--- src/rtl/wide_add_pkg.sv ---
// wide_add_pkg: shared states, default sizing and index-width helper for wide_add_seq
package wide_add_pkg;
   localparam int CHUNK_DEF = 4;
   localparam int CHUNKS_DEF = 4;
   typedef logic [1:0] state_t;
   localparam state_t IDLE = 2'd0;
   localparam state_t RUN = 2'd1;
   localparam state_t DONE = 2'd2;
   function automatic int idx_w(input int n);
      return (n > 1) ? $clog2(n) : 1;
   endfunction
endpackage

--- src/rtl/rca_slice.sv ---
// rca_slice: SIZE-bit ripple-carry adder built from generate/propagate grey cells
module rca_slice #(
   parameter int SIZE = 4
) (
   input  logic [SIZE-1:0] a,
   input  logic [SIZE-1:0] b,
   input  logic            cin,
   output logic [SIZE-1:0] s,
   output logic            cout
);
   logic [SIZE-1:0] g, p;
   logic [SIZE:0] c;
   assign g = a & b;
   assign p = a ^ b;
   assign c[0] = cin;
   for (genvar i = 0; i < SIZE; i++) begin : g_chain
      assign c[i+1] = g[i] | (p[i] & c[i]);
   end
   assign s = p ^ c[SIZE-1:0];
   assign cout = c[SIZE];
endmodule

--- src/rtl/wide_add_seq.sv ---
// wide_add_seq: W-bit add/subtract done one CHUNK-bit slice per cycle with registered carry
module wide_add_seq
   import wide_add_pkg::*;
#(
   parameter int CHUNK = CHUNK_DEF,
   parameter int CHUNKS = CHUNKS_DEF,
   localparam int W = CHUNK * CHUNKS
) (
   input  logic         clk,
   input  logic         rst_n,
   input  logic         in_valid,
   output logic         in_ready,
   input  logic [W-1:0] a,
   input  logic [W-1:0] b,
   input  logic         cin,
   input  logic         sub,
   output logic         out_valid,
   input  logic         out_ready,
   output logic [W-1:0] sum,
   output logic         cout,
   output logic         zero,
   output logic         busy
);
   localparam int IW = idx_w(CHUNKS);
   state_t state;
   logic [W-1:0] a_r, b_r, sum_n;
   logic [IW-1:0] idx;
   logic carry_r, s_cout, last;
   logic [CHUNK-1:0] s_sum;
   rca_slice #(.SIZE(CHUNK)) u_slice (
      .a(a_r[idx*CHUNK +: CHUNK]),
      .b(b_r[idx*CHUNK +: CHUNK]),
      .cin(carry_r),
      .s(s_sum),
      .cout(s_cout)
   );
   assign last = idx == IW'(CHUNKS - 1);
   assign in_ready = state == IDLE;
   assign out_valid = state == DONE;
   assign busy = state != IDLE;
   // zero must see the final chunk, which only lands in sum at the same edge
   always_comb begin
      sum_n = sum;
      sum_n[idx*CHUNK +: CHUNK] = s_sum;
   end
   always_ff @(posedge clk or negedge rst_n)
      if (!rst_n) begin
         state <= IDLE;
         a_r <= '0;
         b_r <= '0;
         idx <= '0;
         carry_r <= 1'b0;
         sum <= '0;
         cout <= 1'b0;
         zero <= 1'b0;
      end else if (state == IDLE) begin
         if (in_valid) begin
            a_r <= a;
            b_r <= sub ? ~b : b;
            carry_r <= cin ^ sub;
            idx <= '0;
            sum <= '0;
            state <= RUN;
         end
      end else if (state == RUN) begin
         sum <= sum_n;
         carry_r <= s_cout;
         if (last) begin
            state <= DONE;
            cout <= s_cout;
            zero <= sum_n == '0;
         end else idx <= idx + 1'b1;
      end else if (out_ready) state <= IDLE;
endmodule

--- config.mk ---
export PLATFORM = sky130hd
export DESIGN_NAME = wide_add_seq
export DESIGN_NICKNAME = d
export VERILOG_FILES = /design/src/rtl/wide_add_pkg.sv /design/src/rtl/rca_slice.sv /design/src/rtl/wide_add_seq.sv
export SDC_FILE = /design/constraint.sdc
export NUM_CORES = 1
export LEC_CHECK = 0
export CAP_MARGIN = 20
export CORE_ASPECT_RATIO = 1.1
export CORE_MARGIN = 2
export CORE_UTILIZATION = 30
export CTS_CLUSTER_SIZE = 20
export DETAILED_ROUTE_END_ITERATION = 12
export PLACE_DENSITY = 0.54
export SETUP_SLACK_MARGIN = 0.2
export SLEW_MARGIN = 15
export SYNTH_ARGS = -nofsm -noshare
export SYNTH_HDL_FRONTEND = slang
export SYNTH_HIERARCHICAL = 1
export SYNTH_SLANG_ARGS = --single-unit
--- constraint.sdc ---
create_clock -name clk -period 5.8 [get_ports clk]
set_input_delay 1.74 -clock clk [delete_from_list [all_inputs] [get_ports clk]]
set_output_delay 1.74 -clock clk [all_outputs]
set_load 0.03 [all_outputs]
==> results of run 1 <==
## power groups by stage
stage	Sequential, mW	Clock, mW	Combinational [mW]
after floorplan	0.660	0	0.938
after global placement	0.667	0	1.28
after detailed placement	0.668	0	1.31
after CTS	0.661	0.277	1.31
after global routing	0.684	0.289	1.44
final	0.655	0.267	1.30
## stage by stage
stage / setup WS (ps) / utilization (%)
floorplan: 2180 / -
global placement: 2130 / 38.0
detailed placement: 2060 / 38.0
CTS: 2020 / 39.2
global route: 1740 / 39.2
finish: 2050 / 39.2
## area by class of cell
type	instances	area (um2)
Clock buffer	6	82.6
Clock inverter	2	35.0
Fill cell	943	5710
Inverter	16	60.1
Multi-Input combinational cell	164	1390
Sequential cell	55	1380
Tap cell	117	146
Timing Repair Buffer	61	598
## how the worst max path moves through the flow
stage / from / end / cells past startpoint
after detailed placement: idx[0] / zero / 11
final: idx[0] / zero / 11
after global placement: idx[0] / zero / 11
after CTS: idx[0] / zero / 11
after floorplan: idx[0] / zero / 15
after global routing: idx[0] / zero / 11
## sequential cells by signal, indices dropped and copies added, names as in the netlist
signal and cells:
carry_r 1, cout 1, sum 16, b_r 16, a_r 16, zero 1, state 2, idx 2
## placed cells by master, fill, tap and decap left out, drive strengths merged, types with 4 or more instances in the layout
master and n:
nand2 5, o21ai 5, dfrtp 55, ha 6
fa 4, buf 4, mux2 17, a22o 15
clkdlybuf4s50 57, mux4 8, a21oi 21, nor4 5
nand2b 6, nor2 26, clkbuf 6, xnor2 17
inv 16
## metal layers
metal  routed length (um)  up-vias  global-route usage [%]
met5                    0        -                       0
met2                 2850       65                    19.8
met4                   83        0                    3.47
li1                     -      987                       -
met3                  339        9                    2.74
met1                 2900      981                    17.5
## synth_stat cells (2+ instances only)
master     number
nand2b_1        5
o21ai_1         2
fa_1            4
buf_4           4
nand2_1         5
mux4_2          8
nor4_1          4
buf_2           6
ha_1            6
nand4bb_1       2
xnor2_1        17
o21bai_1        2
nor2b_1         3
mux2_1          3
nor3_1          2
mux2_2         14
inv_1          16
a21oi_1        21
o32ai_1         2
a22oi_1         2
a22o_1         15
nor2_1         25
dfrtp_1        55
o31ai_1         3
o21ai_0         3
## logic make-up (layout without fill, tap and decap cells)
group | after synthesis | count (layout) | synth area share, %
AOI/OAI and AO/OA | 57 | 57 | 13.8
DFF | 55 | 55 | 47.4
and+or+nand+nor | 54 | 54 | 10.5
buffers and inverters | 28 | 85 | 4.66
muxes | 26 | 26 | 13.2
xor gates and xnor gates | 17 | 17 | 5.13
adders and majority gates | 10 | 10 | 5.35
==> qor.yml, run 1 <==
post_dp_cell_area_um2: 3570
cp-end-kind: "flip-flop"
ctsResizeCount: 0
ys_ff_latch: 55
wl_per_cell_um: 14.7
layout.nets: 351
crit_required_ps: 6000
drt_first_pass_iters: 4
period_needed_ps: 3750
avgSynthCellArea_um2: 11.7
grt_setup_unrepaired: "no"
rr_endpoint: "zero"
critPathBufInv: 4
path_cells: "buf_4, mux4_2, fa_1, fa_1, inv_1, fa_1, inv_1, inv_1, nor4_1, o32ai_1, a32o_1"
cpMaxStageDelayCell: "dfrtp_1"
power_mw: 2.23
hold_class: "reg -> reg"
die_h_um: 107
gp_congestion: 0.760
cp_slowest_stage_delay_ps: 560
overflow: 0
antenna_found_initial: 0
async_flop_share_pct: 100
post-cts-setup-buffers: 0
status: "finished, final reports clean"
cts-buffers-inserted: 5
fmax_mhz: 267
holdPathStages: 1
hold_viol_final: 0
irDropWorstVdd_mv: 0.385
final_cell_area_um2: 3690
ff2ff_path_depth: 11
slew_headroom_pct: 38.7
vias: 2042
drt-initial-drc-count: 82
core-area_um2: 9400
synth.top_cell.area_share_pct: 47.4
period_share_pct: 64.6
drc: 0
num_rows: 37
first_global_vias: 2060
yosys_warnings: 6
dp_hpwl_mm: 4.54
skew_ps: 6.95
switching_power_mw: 1.00
drv_cap: 0
arrival_ps: 3950
ant_nets: 0
yosysUniqueCellTypes: 43
cts_buffer_depth: 2
num_antenna_cells: 0
clk_pin_slew_worst_paths_ps: 100
fp.dieW_um: 97.8
fin_cells: 421
synth.area.top_cells: "dfrtp_1 (47%), mux4_2 (6.2%), mux2_2 (5.4%)"
pwr-share-clk_pct: 12.0
hold_buffers: 0
pwr-share-comb_pct: 58.6
power_density_nw_per_um2: 603
clock_sinks: 55
grt_pass1_wl_mm: 10.6
ios: 59
tns_ps: 0
sw_frac_of_total_pct: 45.0
critPathTopFamily: "adder cells"
start_util_pct: 30.9
power.leakage_nw: 1.51
finalWirelength_mm: 6.18
grt_max_degree: 56
area_growth_pct: 27.1
numPortBuffers: 58
drive_above_1_share_pct: 13.8
syn_inst: 247
min_to: "a_r[9]"
dp.cells: 413
seq_power_share_pct: 29.4
synthesis.nets: 295
clkLatencyLatePin_ps: 310
worst_pin_slew_ps: 917
hold_start: "a_r[9]"
timing.rr.start: "idx[0]"
synth_top_area_cell: "dfrtp_1"
synthFlopType: "dfrtp_1"
synth_area_um2: 2900
path_max_fanout: 19
cts_tree: "done"
report.final.slew_viol_count: 0
r2r_slack_ps: 2050
clock-root-buffer: "clkbuf_8"
p_int_mw: 1.22
via_per_inst: 4.85
synth_edf_count: 0
dieArea_um2: 10500
path_class: "reg -> reg"
cts.htree.levels: 2
seq_area_frac_synth_pct: 47.4
whs_ps: 502
cp-start-kind: "flip-flop"
setup_viol: 0
track_usage_pct: 12.5
(Power assumes the default switching activity.)
==> run 2, diff against run 1 <==
--- a/config.mk
+++ b/config.mk
@@ -11,7 +11,7 @@
 export CORE_UTILIZATION = 30
 export CTS_CLUSTER_SIZE = 20
 export DETAILED_ROUTE_END_ITERATION = 12
-export PLACE_DENSITY = 0.54
+export PLACE_DENSITY = 0.56
 export SETUP_SLACK_MARGIN = 0.2
 export SLEW_MARGIN = 15
 export SYNTH_ARGS = -nofsm -noshare
==> constraint.sdc (replaced) <==
create_clock -name clk -period 3.3 [get_ports clk]
set_input_delay 0.99 -clock clk [delete_from_list [all_inputs] [get_ports clk]]
set_output_delay 0.99 -clock clk [all_outputs]
set_load 0.03 [all_outputs]
==> run 2 against run 1 <==
Die area is the same. Power grew 90%. Final cell count is 2.1% higher. Sequential power up 73%. Non-clock buffer count grew 9. Register-to-register slack got worse by 1900 ps. Combinational power up 110%. Global-route usage rose by 0.48 points. First-iteration DRC count is 46% lower. Critical endpoint unchanged. Largest power group unchanged.
==> qor.yml, run 2 (same netlist as run 1, synthesis figures left out) <==
setup_viol: 0
wl_per_cell_um: 14.8
via_per_inst: 4.92
arrival_ps: 3380
core-area_um2: 9400
clock-root-buffer: "clkbuf_8"
cpMaxStageDelayCell: "mux4_2"
path_max_fanout: 4
fin_ws_ps: 129
r2r_slack_ps: 130
clk_pin_slew_worst_paths_ps: 100
finalWirelength_mm: 6.35
area_growth_pct: 30.0
holdPathStages: 1
rr_endpoint: "zero"
status: "finished, final reports clean"
fmax_mhz: 315
clkLatencyLatePin_ps: 320
dp.cells: 417
layout_common_cells: "clkdlybuf4s50_1 (57), dfrtp_1 (54), nor2_1 (24), a21oi_1 (21), xnor2_1 (17)"
slew_headroom_pct: 58.9
irDropWorstVdd_mv: 0.566
ant_nets: 0
drc: 0
hold_buffers: 0
cts-buffers-inserted: 5
overflow: 0
path_class: "reg -> reg"
first_global_vias: 2233
power.leakage_nw: 1.53
drv_cap: 0
report.final.slew_viol_count: 0
path_depth: 14
pre_cts_ws_ps: 5.25
fin_cells: 430
fp.dieW_um: 97.8
hold_viol_final: 0
vias: 2114
die_h_um: 107
path_cells: "mux4_2, inv_1, fa_1, inv_1, fa_2, fa_2, inv_2, fa_1, inv_2, buf_4, nor2_1, o22ai_2, a2111oi_2, a32o_1"
layout_commonest_cell: "clkdlybuf4s50_1"
timing.rr.start: "idx[0]"
skew_ps: 5.99
hold_start: "a_r[13]"
cp-startpoint: "idx[0]"
dieArea_um2: 10500
start_util_pct: 30.9
critPathBufInv: 5
period_needed_ps: 3170
ff2ff_path_depth: 14
hold_class: "reg -> reg"
cts_tree: "done"
num_antenna_cells: 0
numPortBuffers: 58
drt-initial-drc-count: 44
ios: 59
cts_buffer_depth: 2
clock_sinks: 55
reg_top3: "a_r: 16 flops, b_r: 16 flops, sum: 16 flops"
worst_pin_slew_ps: 616
num_rows: 37
drive_above_1_share_pct: 18.8
gp_congestion: 0.835
cp-end-kind: "flip-flop"
cp-endpoint: "zero"
layout.nets: 360
period_share_pct: 96.1
cp-start-kind: "flip-flop"
track_usage_pct: 13.0
critPathTopFamily: "adder cells"
cp_slowest_stage_delay_ps: 500
dp_hpwl_mm: 4.77
antenna_found_initial: 0
drt_first_pass_iters: 5
grt_max_degree: 53
grt_pass1_wl_mm: 11.0
crit_required_ps: 3510
grt_setup_unrepaired: "yes"
power_density_nw_per_um2: 1120
cts.htree.levels: 2
run 2: cell types whose count changed in the layout (fill, tap and decap cells not counted), moves of 2 or more:
cell        change
buf_12          +2
buf_4           +7
clkinvlp_4      +2
fa_1            -2
fa_2            +2
inv_1           -3
inv_2           +3
run 2: layer usage:
metal | GRT usage (%) | up-vias | wire [um]
li1 | - | 1012 | -
met1 | 17.3 | 1041 | 2950
met2 | 21.4 | 48 | 3050
met3 | 2.41 | 13 | 226
met4 | 4.56 | 0 | 121
met5 | 0 | - | 0
run 2: worst min path at each step:
stage	to
CTS	a_r[13]
floorplan	a_r[9]
finish	a_r[13]
detailed placement	a_r[13]
global placement	a_r[9]
global route	a_r[13]
run 2: what timing repair did:
| item | in CTS | in global routing |
|---|---|---|
| gates resized for setup | 2 | 1 |
| setup endpoints to repair | 1 | 3 |
| setup buffers | 3 | 2 |
run 2: final cells by class:
type                    count  area, um2
clock inverters             3       23.8
well taps                 117        146
flip-flops and latches     55       1380
inverters                  16       60.1
clock buffers               5       68.8
repair buffers             70        691
multi-input cells         164       1400
fillers                   936       5630
run 2: per-stage QoR:
step           power [mW]  TNS, ps  instance area [um2]  hold slack, ps  util [%]
3_5_place_dp         3.60        0                 3630             488      38.6
5_1_grt              4.61    -18.1                 3770             531      40.1
4_1_cts              4.14        0                 3750             513      39.9
6_report             4.23        0                 3770             507      40.1
2_1_floorplan        2.88    -74.7                 2910             452         -
3_3_place_gp         3.57        0                 3630             472      38.6
run 2: power breakdown:
| group | switching, mW | total [mW] | internal [mW] |
|---|---|---|---|
| clock | 0.238 | 0.390 | 0.152 |
| sequential | 0.185 | 1.13 | 0.948 |
| combinational | 1.43 | 2.71 | 1.27 |
| total | 1.85 | 4.23 | 2.37 |
